## src/rtl/fp_div.sv

```systemverilog
// Iterative IEEE-754 single-precision divider: one restoring quotient bit per cycle,
// then a single normalise/round/special-case cycle that registers the result.
module fp_div #(
  parameter int ITER = 25
) (
  input  logic        clk,
  input  logic        rst_n,
  input  logic        start,
  input  logic [31:0] input1,
  input  logic [31:0] input2,
  output logic        busy,
  output logic        done,
  output logic [31:0] otp,
  output logic        overflow,
  output logic        underflow,
  output logic        exception,
  output logic        div_by_zero
);

  typedef enum logic [1:0] {IDLE, DIV, NORM} state_t;

  localparam int CW = $clog2(ITER + 1);

  state_t        state, state_nx;
  logic [CW-1:0] cnt;
  logic [31:0]   a, b;
  logic [24:0]   r;
  logic [23:0]   d;
  logic [24:0]   q;
  logic [24:0]   r_sub;
  logic          ge;

  logic              sign;
  logic [7:0]        e1, e2;
  logic [22:0]       mant;
  logic              sticky;
  logic [23:0]       summ;
  logic signed [9:0] e_raw, e_fin;
  logic [22:0]       m_fin;
  logic [31:0]       res;
  logic              res_ovf, res_unf, res_exc, res_dbz;

  always_ff @(posedge clk or negedge rst_n) begin
    if (!rst_n) state <= IDLE;
    else        state <= state_nx;
  end

  always_comb begin
    state_nx = state;
    case (state)
      IDLE:    if (start) state_nx = DIV;
      DIV:     if (cnt == CW'(ITER - 1)) state_nx = NORM;
      NORM:    state_nx = IDLE;
      default: state_nx = IDLE;
    endcase
  end

  // R stays below 2*D, so the shifted remainder always fits in 25 bits.
  assign r_sub = r - {1'b0, d};
  assign ge    = (r >= {1'b0, d});

  always_comb begin
    sign   = a[31] ^ b[31];
    e1     = a[30:23];
    e2     = b[30:23];
    if (q[24]) begin
      mant   = q[23:1];
      sticky = q[0] | (r != '0);
      e_raw  = $signed({2'b00, e1}) - $signed({2'b00, e2}) + 10'sd127;
    end else begin
      mant   = q[22:0];
      sticky = (r != '0);
      e_raw  = $signed({2'b00, e1}) - $signed({2'b00, e2}) + 10'sd126;
    end
    summ  = {1'b0, mant} + {23'd0, sticky};
    e_fin = e_raw;
    m_fin = summ[22:0];
    if (summ[23]) begin
      m_fin = '0;
      e_fin = e_raw + 10'sd1;
    end

    res     = {sign, e_fin[7:0], m_fin};
    res_ovf = 1'b0;
    res_unf = 1'b0;
    res_exc = 1'b0;
    res_dbz = 1'b0;
    if (e1 == 8'hFF || e2 == 8'hFF) begin
      res     = 32'h7FC0_0000;
      res_exc = 1'b1;
    end else if (e2 == 8'h00) begin
      res     = {sign, 8'hFF, 23'h0};
      res_dbz = 1'b1;
    end else if (e1 == 8'h00) begin
      res = {sign, 31'h0};
    end else if (e_fin >= 10'sd255) begin
      res     = {sign, 8'hFF, 23'h0};
      res_ovf = 1'b1;
    end else if (e_fin <= 10'sd0) begin
      res     = {sign, 8'h00, 23'h0};
      res_unf = 1'b1;
    end
  end

  always_ff @(posedge clk or negedge rst_n) begin
    if (!rst_n) begin
      cnt         <= '0;
      a           <= '0;
      b           <= '0;
      r           <= '0;
      d           <= '0;
      q           <= '0;
      busy        <= 1'b0;
      done        <= 1'b0;
      otp         <= '0;
      overflow    <= 1'b0;
      underflow   <= 1'b0;
      exception   <= 1'b0;
      div_by_zero <= 1'b0;
    end else begin
      done <= 1'b0;
      case (state)
        IDLE: if (start) begin
          a    <= input1;
          b    <= input2;
          r    <= {2'b01, input1[22:0]};
          d    <= {1'b1, input2[22:0]};
          q    <= '0;
          cnt  <= '0;
          busy <= 1'b1;
        end
        DIV: begin
          q   <= {q[23:0], ge};
          r   <= ge ? {r_sub[23:0], 1'b0} : {r[23:0], 1'b0};
          cnt <= cnt + 1'b1;
        end
        NORM: begin
          otp         <= res;
          overflow    <= res_ovf;
          underflow   <= res_unf;
          exception   <= res_exc;
          div_by_zero <= res_dbz;
          done        <= 1'b1;
          busy        <= 1'b0;
        end
        default: ;
      endcase
    end
  end

endmodule

```

## config.mk

```make
export PLATFORM = sky130hd
export DESIGN_NAME = fp_div
export DESIGN_NICKNAME = d
export VERILOG_FILES = /design/src/rtl/fp_div.sv
export SDC_FILE = /design/constraint.sdc
export NUM_CORES = 1
export LEC_CHECK = 0
export BUFFER_PORTS_ARGS = -buffer_cell sky130_fd_sc_hd__buf_4
export CORE_MARGIN = 5
export CORE_UTILIZATION = 55
export DETAILED_ROUTE_END_ITERATION = 10
export PLACE_DENSITY = 0.76
export SETUP_SLACK_MARGIN = 0.1
export SYNTH_ARGS = -nofsm -noshare
export SYNTH_HDL_FRONTEND = slang
export SYNTH_SLANG_ARGS = --single-unit
```

## constraint.sdc

```tcl
create_clock -name clk -period 12.6 [get_ports clk]
set_input_delay 0.63 -clock clk [delete_from_list [all_inputs] [get_ports clk]]
set_output_delay 0.63 -clock clk [all_outputs]
set_load 0.01 [all_outputs]
```

==> impl_metrics.env <==
export IMPL_gp_congestion=0.854
export IMPL_hold_viol=0
export IMPL_skew_ps=6.48
export IMPL_startpoint="a[24]"
export IMPL_fin_nets=1250
export IMPL_multi_input_area_um2=5170
export IMPL_root_buffer="clkbuf_16"
export IMPL_crit_arrival_ps=5140
export IMPL_drive_gt1_share_pct=15.4
export IMPL_cts_max_path_buffers=2
export IMPL_yosys_area_top_type="dfrtp_1"
export IMPL_grt_util_all_layers_pct=22.6
export IMPL_ys_ff_latch=137
export IMPL_synth_area_um2=9040
export IMPL_tightest_slew_ps=1010
export IMPL_critical_path_endpoint="otp[12]"
export IMPL_worst_ir_drop_vdd_mv=0.135
export IMPL_synth_ff_type="dfrtp_1"
export IMPL_dieHeight_um=138
export IMPL_max_freq_ghz=0.209
export IMPL_coreArea_um2=16000
export IMPL_die_area_um2=19100
export IMPL_crit_fanout=15
export IMPL_start_util_pct=56.5
export IMPL_max_cap_violations=0
export IMPL_drc_errors=0
export IMPL_critPathKind="flip-flop to flip-flop"
export IMPL_dpl_hpwl_um=15400
export IMPL_r2r_slack_ps=7820
export IMPL_n_antenna_cell=0
export IMPL_ioPinCount=105
export IMPL_setup_viol=0
export IMPL_comb_power_share_pct=61.2
export IMPL_fin_hold_ws_ps=187
export IMPL_numPortBuffers=104
export IMPL_cts_sinks=137
export IMPL_worstPathRequired_ps=12950
export IMPL_grt_overflow_total=0
export IMPL_synthArstFlopShare_pct=100
export IMPL_timing_final_crit_period_ps=4780
export IMPL_synth_edff_count=0
export IMPL_postRouteAntennaNets=0
export IMPL_synth_fp_nets=1181
export IMPL_intPower_mw=1.81
export IMPL_grt_pass1_vias=7440
export IMPL_cts_hold_buf=0
export IMPL_start_kind="flip-flop"
export IMPL_yosys_warnings=0
export IMPL_cts_tree="yes"
export IMPL_postSynthAreaPerCell_um2=8.43
export IMPL_leakage_nw=4.76
export IMPL_htree_levels=4
export IMPL_vias=7867
export IMPL_p_seq_share_pct=23.8
export IMPL_fin_setup_tns_ps=0
export IMPL_swShare_pct=46.6
export IMPL_placementRows=46
export IMPL_r2r_end="otp[12]"
export IMPL_ys_seq_area_share_pct=37.9
export IMPL_syn_to_final_growth_pct=16.3
export IMPL_yosysMostFrequentCell="nand2_1"
export IMPL_power_frac_clock_pct=14.9
export IMPL_register_area_um2=3430
export IMPL_critPathCaptureType="flip-flop"
export IMPL_power_density_nw_per_um2=322
export IMPL_synth_area_leaders="dfrtp_1 (38%), nand2_1 (8.6%), ha_1 (5.7%)"
export IMPL_clock_latency_ps=420
export IMPL_fin_crit_sh_pct=38.0
export IMPL_grt_max_degree=80
export IMPL_r2r_start="a[24]"
export IMPL_cts_resized=0
export IMPL_fillCellCount=1366
export IMPL_maxSlewHeadroom_pct=32.6
export IMPL_synth_top_area_share_pct=37.9
export IMPL_reg2reg_depth=14
export IMPL_wire_per_inst_um=15.9
export IMPL_die_width_um=138
export IMPL_post_cts_buffers=0
export IMPL_clk_pin_slew_ps=60
export IMPL_routed_wl_um=21700
export IMPL_slew_violations=0
export IMPL_firstDrtPassIters=5
export IMPL_grt_pass1_wl_um=36300
export IMPL_ys_types=76
export IMPL_min_path_type="input port to async pin"
export IMPL_drtIter0Drc=680
export IMPL_status="completed"
export IMPL_netlist_instances=1072
export IMPL_avgViaCountPerCell=5.75
export IMPL_synthTopCellsByCount="nand2_1 (206), dfrtp_1 (137), nor2_1 (70)"
export IMPL_switchingPower_mw=1.58
export IMPL_antenna_found_initial=0
export IMPL_numCtsBuffers=17
export IMPL_rsz0062_at_grt="false"
==> worst min-delay path by stage <==
stage / depth (start not counted) / endpoint / slack [ps]
after global routing: 1 / otp[31] / 240
final: 1 / otp[31] / 190
after floorplan: 0 / a[23] / 330
after global placement: 2 / d[23] / 430
after detailed placement: 2 / d[23] / 440
after CTS: 1 / otp[31] / 200
==> sequential cells by signal, indices dropped and copies added, names as in the netlist <==
| name | count |
|---|---|
| b | 32 |
| otp | 32 |
| q | 25 |
| r | 25 |
| a | 9 |
| cnt | 5 |
| state | 2 |
| busy | 1 |
| d | 1 |
| div_by_zero | 1 |
| done | 1 |
| exception | 1 |
| overflow | 1 |
| underflow | 1 |
==> area by class of cell <==
class	count	area share, %
inverter	56	2.00
multi-input combinational	817	49.1
clock buffer	19	4.21
tap	216	2.57
clock inverter	12	1.42
timing repair buffer	112	8.03
sequential	137	32.6
==> power groups by stage <==
stage	Clock [mW]	Sequential (mW)	Combinational, mW
5_1_grt	0.532	0.832	2.32
4_1_cts	0.513	0.804	2.06
6_report	0.505	0.807	2.07
2_1_floorplan	0	0.749	1.65
3_5_place_dp	0	0.810	2.04
3_3_place_gp	0	0.803	1.99
==> metrics by stage <==
| step | setup slack, ps | cell area, um2 | std cells | power, mW | util, % |
|---|---|---|---|---|---|
| after floorplan | 7950 | 9040 | 1072 | 2.39 | - |
| after global placement | 7970 | 9920 | 1338 | 2.79 | 62.0 |
| after detailed placement | 7860 | 9920 | 1338 | 2.85 | 62.0 |
| after CTS | 7840 | 10500 | 1369 | 3.38 | 65.7 |
| after global routing | 7420 | 10500 | 1369 | 3.68 | 65.7 |
| final | 7820 | 10500 | 1369 | 3.38 | 65.7 |
==> per-layer routing <==
metal,part of all wire (%),wire (um),vias up,global-route usage (%)
li1,-,-,3896,-
met1,46,9990,3751,30.6
met2,48,10400,186,36.8
met3,4.2,909,34,4.07
met4,2.0,434,0,7.28
met5,0,0,-,0
==> placed cells by master, fill, tap and decap left out, types with 3 or more instances in the layout <==
cell,count
nand3b_1,4
clkbuf_16,17
mux2i_1,21
nand3_1,48
and3_1,13
or4_1,5
a21o_1,20
nand2b_1,7
xor2_1,34
a32o_1,7
a22o_1,17
xnor2_1,35
nor2b_1,9
mux2_2,4
bufinv_16,3
or2_2,4
dfrtp_1,136
o211ai_1,3
a21oi_1,40
nand4_1,17
nor4_1,10
buf_4,111
ha_1,41
o31ai_1,7
nand2_1,206
o21ai_0,62
a2111oi_0,3
a31oi_1,24
a211oi_1,35
clkinv_2,5
o21a_1,4
and2_1,4
nor3_1,12
nor2_1,69
inv_1,55
==> worst max-delay path, cell delays in order, from the launching register on <==
cell and delay, ps:
dfrtp_1 400, ha_1 370, nor2b_1 150, o21ai_1 370, nand2_1 140, ha_1 220, a31oi_1 310, a21bo_2 320
mux2_2 280, a211oi_2 240, xnor2_1 160, or4b_1 560, o21ai_2 220, nor4b_4 730, a22o_1 240
==> cells by family after synthesis <==
kind of cell / count (synthesis) / synth area share, %
fa+ha+maj: 42 / 5.90
compound gates: 250 / 18.9
buf+inv: 118 / 5.12
xor+xnor: 69 / 6.69
simple gates: 431 / 22.6
flops: 137 / 37.9
mux: 25 / 2.82
Note: power is estimated with default switching activity, not from simulation.
